File: config.mk
export PLATFORM = sky130hd
export DESIGN_NAME = cv32e40x_dbg_trace_buf
export DESIGN_NICKNAME = d
export VERILOG_FILES = /design/src/rtl/cv32e40x_dbg_trace_buf.sv
export SDC_FILE = /design/constraint.sdc
export NUM_CORES = 1
export LEC_CHECK = 0
export ABC_AREA = 1
export CORE_MARGIN = 2
export CORE_UTILIZATION = 55
export CTS_BUF_LIST = sky130_fd_sc_hd__clkbuf_4 sky130_fd_sc_hd__clkbuf_8
export CTS_CLUSTER_SIZE = 40
export DETAILED_ROUTE_END_ITERATION = 8
export PLACE_DENSITY = 0.76
export REMOVE_ABC_BUFFERS = 1
export SYNTH_ARGS = -nofsm -noshare
export SYNTH_HDL_FRONTEND = slang
export SYNTH_SLANG_ARGS = --single-unit
File: constraint.sdc
create_clock -name clk -period 3.35 [get_ports clk]
set_clock_uncertainty 0.1 [all_clocks]
set_input_delay 0.335 -clock clk [delete_from_list [all_inputs] [get_ports clk]]
set_output_delay 0.335 -clock clk [all_outputs]
set_load 0.1 [all_outputs]
File: src/rtl/cv32e40x_dbg_trace_buf.sv
// Circular history of decode-stage snapshots, frozen POST_TRIG records after an illegal insn.
// Optional per-entry cycle stamps: define CV32E40X_DBG_TRACE_TSTAMP_EN.
module cv32e40x_dbg_trace_buf #(
  parameter int DEPTH     = 16,
  parameter int POST_TRIG = 4
) (
  input  logic                     clk,
  input  logic                     rst,
  input  logic                     valid_i,
  input  logic [31:0]              instr_i,
  input  logic                     is_compressed_i,
  input  logic                     rf_we_i,
  input  logic [4:0]               rf_waddr_i,
  input  logic                     illegal_insn_i,
  input  logic                     arm_i,
  input  logic                     rd_req_i,
  input  logic [$clog2(DEPTH)-1:0] rd_idx_i,
  output logic                     rd_valid_o,
  output logic                     rd_err_o,
  output logic [31:0]              rd_instr_o,
  output logic [7:0]               rd_flags_o,
  output logic [15:0]              rd_tstamp_o,
  output logic [1:0]               state_o,
  output logic [$clog2(DEPTH):0]   count_o
);

  localparam int AW = $clog2(DEPTH);
  localparam int CW = AW + 1;
  localparam logic [CW-1:0] FULL = CW'(DEPTH);
  localparam logic [AW-1:0] PT = AW'(POST_TRIG);

`ifdef CV32E40X_DBG_TRACE_TSTAMP_EN
  localparam int RW = 56;
`else
  localparam int RW = 40;
`endif

  typedef enum logic [1:0] {
    IDLE    = 2'd0,
    CAPTURE = 2'd1,
    POST    = 2'd2,
    FROZEN  = 2'd3
  } state_t;

  state_t          state;
  logic [AW-1:0]   wr_ptr;
  logic [AW-1:0]   post_cnt;
  logic [CW-1:0]   count;
  logic [AW-1:0]   rd_addr;
  logic            rd_bad;
  logic            we;
  logic [RW-1:0]   rec;
  logic [RW-1:0]   mem [DEPTH];

  assign we = valid_i && !arm_i && (state == CAPTURE || state == POST);
  assign rd_bad = {1'b0, rd_idx_i} >= count;
  assign rd_addr = (count == FULL ? wr_ptr : '0) + rd_idx_i;
  assign state_o = state;
  assign count_o = count;

`ifdef CV32E40X_DBG_TRACE_TSTAMP_EN
  logic [15:0] tstamp;
  logic [15:0] rd_ts;

  assign rec = {tstamp, illegal_insn_i, rf_we_i, is_compressed_i,
                rf_waddr_i, instr_i};
  assign rd_tstamp_o = rd_ts;

  always_ff @(posedge clk or posedge rst) begin
    if (rst) begin
      tstamp <= '0;
      rd_ts  <= '0;
    end else begin
      tstamp <= arm_i ? 16'd0 : tstamp + 16'd1;
      if (rd_req_i)
        rd_ts <= rd_bad ? 16'd0 : mem[rd_addr][55:40];
    end
  end
`else
  assign rec = {illegal_insn_i, rf_we_i, is_compressed_i,
                rf_waddr_i, instr_i};
  assign rd_tstamp_o = '0;
`endif

  always_ff @(posedge clk) begin
    if (we)
      mem[wr_ptr] <= rec;
  end

  always_ff @(posedge clk or posedge rst) begin
    if (rst) begin
      state    <= IDLE;
      wr_ptr   <= '0;
      post_cnt <= '0;
      count    <= '0;
    end else if (arm_i) begin
      state    <= CAPTURE;
      wr_ptr   <= '0;
      post_cnt <= '0;
      count    <= '0;
    end else begin
      if (we) begin
        wr_ptr <= wr_ptr + 1'b1;
        if (count != FULL)
          count <= count + 1'b1;
      end
      unique case (state)
        CAPTURE: begin
          if (valid_i && illegal_insn_i) begin
            if (POST_TRIG == 0) begin
              state <= FROZEN;
            end else begin
              state    <= POST;
              post_cnt <= PT;
            end
          end
        end
        POST: begin
          if (valid_i) begin
            post_cnt <= post_cnt - 1'b1;
            if (post_cnt == AW'(1))
              state <= FROZEN;
          end
        end
        default: ;
      endcase
    end
  end

  // Read sees pre-write contents because mem updates on the same edge.
  always_ff @(posedge clk or posedge rst) begin
    if (rst) begin
      rd_valid_o <= 1'b0;
      rd_err_o   <= 1'b0;
      rd_instr_o <= '0;
      rd_flags_o <= '0;
    end else begin
      rd_valid_o <= rd_req_i;
      if (rd_req_i) begin
        rd_err_o <= rd_bad;
        if (rd_bad) begin
          rd_instr_o <= '0;
          rd_flags_o <= '0;
        end else begin
          rd_instr_o <= mem[rd_addr][31:0];
          rd_flags_o <= mem[rd_addr][39:32];
        end
      end
    end
  end

endmodule

==> flow_summary.ini <==
[placed_design]
place_area_sq_mm = 0.0308
io_buffers = 97
dp_cells = 3211
place_congestion = 0.806
place_hpwl_microns = 36600

[yosys]
syn_area_sq_mm = 0.0287
yosysWarnings = 0
yosys.area.top_type = edfxtp_1
synth_area_leaders = edfxtp_1 (67%), nand2_1 (13%), nand3_1 (8.6%)
synthCells = 2508
ys_types = 32
avgSynthCellArea_sq_um = 11.4
synth_top_area_share = 0.670
synth_seq_cells = 697
seq_area_frac_synth = 0.720

[clock_network]
cts_root_buffer = clkbuf_8
numClockSinks = 697
max-clock-path-buffers = 3
htreeDepth = 3
clk_pin_slew_ns = 0.06
numCtsBuffers = 109
tritoncts = yes
insertion_delay_ns = 0.72

[worst_setup_path]
path_max_fanout = 31
required_ns = 3.84
worstReg2RegEnd = rd_instr_o[18]
crit_arrival_ns = 3.70
cpMostUsedCell = nand2_1
crit_family = adder cells
path_depth = 17
r2r_cells = 17
cp-start-kind = register
cp-end-kind = register
slowest_stage = fa_4
cp_cell_sequence = inv_1 -> ha_1 -> nand2_1 -> inv_2 -> nand2_2 -> nor2_2 -> ha_4 -> fa_4 -> buf_4 -> clkbuf_16 -> nand3_1 -> nand2_1 -> nand2_1 -> nand2_1 -> nand3_1 -> nand3_1 -> nand2_1
crit_buf_inv = 4
crit_path_max_incr_delay_ns = 0.90
regToRegStartpoint = count_o[1]
ff2ff_setup_slack_ns = 0.14
crit_type = register to register

[min_path]
hold_class = input port to register
hold_end = state_o[1]
hold-path-cell-count = 2
hp-start = arm_i

[route]
post-route-drc-count = 0
dr.pass1.iters = 6
num_vias = 19500
drt-initial-drc-count = 2298
routed_wl_microns = 70800
drt-vias-per-instance = 5.70
wire_per_inst_microns = 20.7
ant_nets = 0

[status]
status = finished clean

[grt]
grt_usage = 0.264
grt_overflow = 0
antenna_found_initial = 4
grt_pass1_vias = 18900
grt_max_degree = 135
grt_pass1_wl_microns = 108000

[sta]
fmax_ghz = 0.311
final_max_slew_viol_count = 0
max_slew_margin = 0.329
rsz0062_at_grt = no
min_period_ns = 3.21
tightest_slew_ns = 1.00
hold_viol_final = 0
fin_crit_sh = 0.959
setup_viol = 0

[power]
report.power.total_mw = 19.3
swShare = 0.263
p_clk_frac = 0.370
internal-power_mw = 14.3
leakage_nw = 12.6
combPwrFrac = 0.121
pwr-share-seq = 0.510
peakVddDrop_uv = 298
switchingPower_mw = 5.10
p_per_area_mw_per_mm2 = 582

[finish]
design_area_sq_mm = 0.0332
layout-drive-gt1-share = 0.111
area_growth_pct = 15.9
stdcell_count = 3428
fin_nets = 2716
final_util = 0.646

[floorplanning]
ios = 114
initial_core_util = 0.558
fp.dieW_microns = 232
rows = 83
coreArea_sq_mm = 0.0514
die_area_sq_mm = 0.0540
die_h_microns = 232

[flow_run]
maxCapViolations = 0
state kept, by name, summed over array words and instances (netlist names):
signal / flops
rd_err_o: 1
count_o: 5
post_cnt: 4
mem: 640
rd_instr_o: 32
wr_ptr: 4
rd_valid_o: 1
state_o: 2
rd_flags_o: 8
what timing repair did:
action / CTS / global route
setup buffers: 0 / 3
endpoints found under the hold margin: 27 / 0
endpoints found under the setup margin: 3 / 40
gates cloned: 1 / 1
hold buffers: 2 / 0
gates resized for setup: 2 / 9
pin swaps: 0 / 2
cells in the mapped netlist, drive strengths merged:
library cell,number
a21oi,7
edfxtp,640
inv,33
clkbuf,26
o22ai,2
and2,39
nor3b,1
nand3,493
xnor2,1
fa,1
ha,17
a21boi,1
nand3b,1
nor3,3
conb,1
nor2,32
nand4,6
nand2,1000
buf,133
clkinv,2
dfrtp,57
o21ai,12
worst reg2reg max path, cell delays in order, from the launching register on:
cell	delay (ns)
dfrtp_1	0.36
inv_1	0.08
ha_1	0.19
nand2_1	0.08
inv_2	0.05
nand2_2	0.08
nor2_2	0.05
ha_4	0.17
fa_4	0.90
buf_4	0.20
clkbuf_16	0.27
nand3_1	0.11
nand2_1	0.08
nand2_1	0.05
nand2_1	0.08
nand3_1	0.07
nand3_1	0.10
nand2_1	0.06
cell usage in the layout, fill, tap and decap left out, types with 7 or more instances in the layout:
| cell | n |
|---|---|
| a21oi_1 | 7 |
| and2_1 | 39 |
| buf_12 | 33 |
| buf_4 | 36 |
| clkbuf_4 | 53 |
| clkbuf_8 | 117 |
| clkdlybuf4s50_1 | 97 |
| clkinv_1 | 14 |
| clkinv_2 | 14 |
| conb_1 | 16 |
| dfrtp_1 | 57 |
| edfxtp_1 | 640 |
| ha_1 | 16 |
| inv_1 | 27 |
| nand2_1 | 995 |
| nand3_1 | 491 |
| nor2_1 | 14 |
| nor2_4 | 16 |
| o21ai_0 | 12 |
cell families after synthesis:
logic type               after synthesis  share of synthesized area
flip-flops                           697                      0.720
other                                  1                   0.000131
AO/OA/AOI/OAI                         22                    0.00402
XOR/XNOR                               1                   0.000568
AND/OR/NAND/NOR                     1575                      0.233
buffers and inverters                194                     0.0339
adder cells (fa/ha/maj)               18                    0.00812
per-stage QoR:
stage / hold slack, ns / setup TNS, ns / worst slack (ns)
finish: 0.210 / 0 / 0.137
global route: 0.191 / 0 / 0.00211
CTS: 0.168 / 0 / 0.0304
detailed placement: 0.373 / -0.00560 / -0.00560
global placement: 0.362 / 0 / 0.126
floorplan: 0.266 / -842.54 / -9.63
power groups by stage:
stage | Clock [mW] | Sequential [mW] | Combinational (mW)
6_report | 7.15 | 9.86 | 2.34
5_1_grt | 7.61 | 9.87 | 2.50
4_1_cts | 7.24 | 9.86 | 2.32
3_5_place_dp | 0 | 10.0 | 2.30
3_3_place_gp | 0 | 10.0 | 2.24
2_1_floorplan | 0 | 10.6 | 0.961
metal layers:
layer / wire [microns] / part of all wire / track usage / vias up
met5: 11 / 0.00016 / 0 / -
met4: 2520 / 0.036 / 0.114 / 2
met3: 6650 / 0.094 / 0.0470 / 207
met2: 34500 / 0.49 / 0.434 / 1054
met1: 27100 / 0.38 / 0.348 / 9348
li1: - / - / - / 8920
worst max-delay path by stage:
stage                     from        endpoint  slack (ns)
finish              count_o[1]  rd_instr_o[18]        0.14
floorplan           count_o[0]   rd_flags_o[0]       -9.63
global route        count_o[1]   rd_instr_o[0]       0.002
global placement    count_o[0]   rd_instr_o[3]        0.13
detailed placement  count_o[1]   rd_instr_o[3]      -0.006
CTS                 count_o[1]   rd_instr_o[3]        0.03
cell type report:
class                           count  area [sq um]
Clock inverter                     35           210
Multi-Input combinational cell   1632          7270
Fill cell                        3655         18200
Antenna cell                        5          12.5
Sequential cell                   697         20600
Clock buffer                      170          2010
Tap cell                          680           851
Inverter                           35           146
Timing Repair Buffer              174          2080
Note: power is estimated with default switching activity, not from simulation.
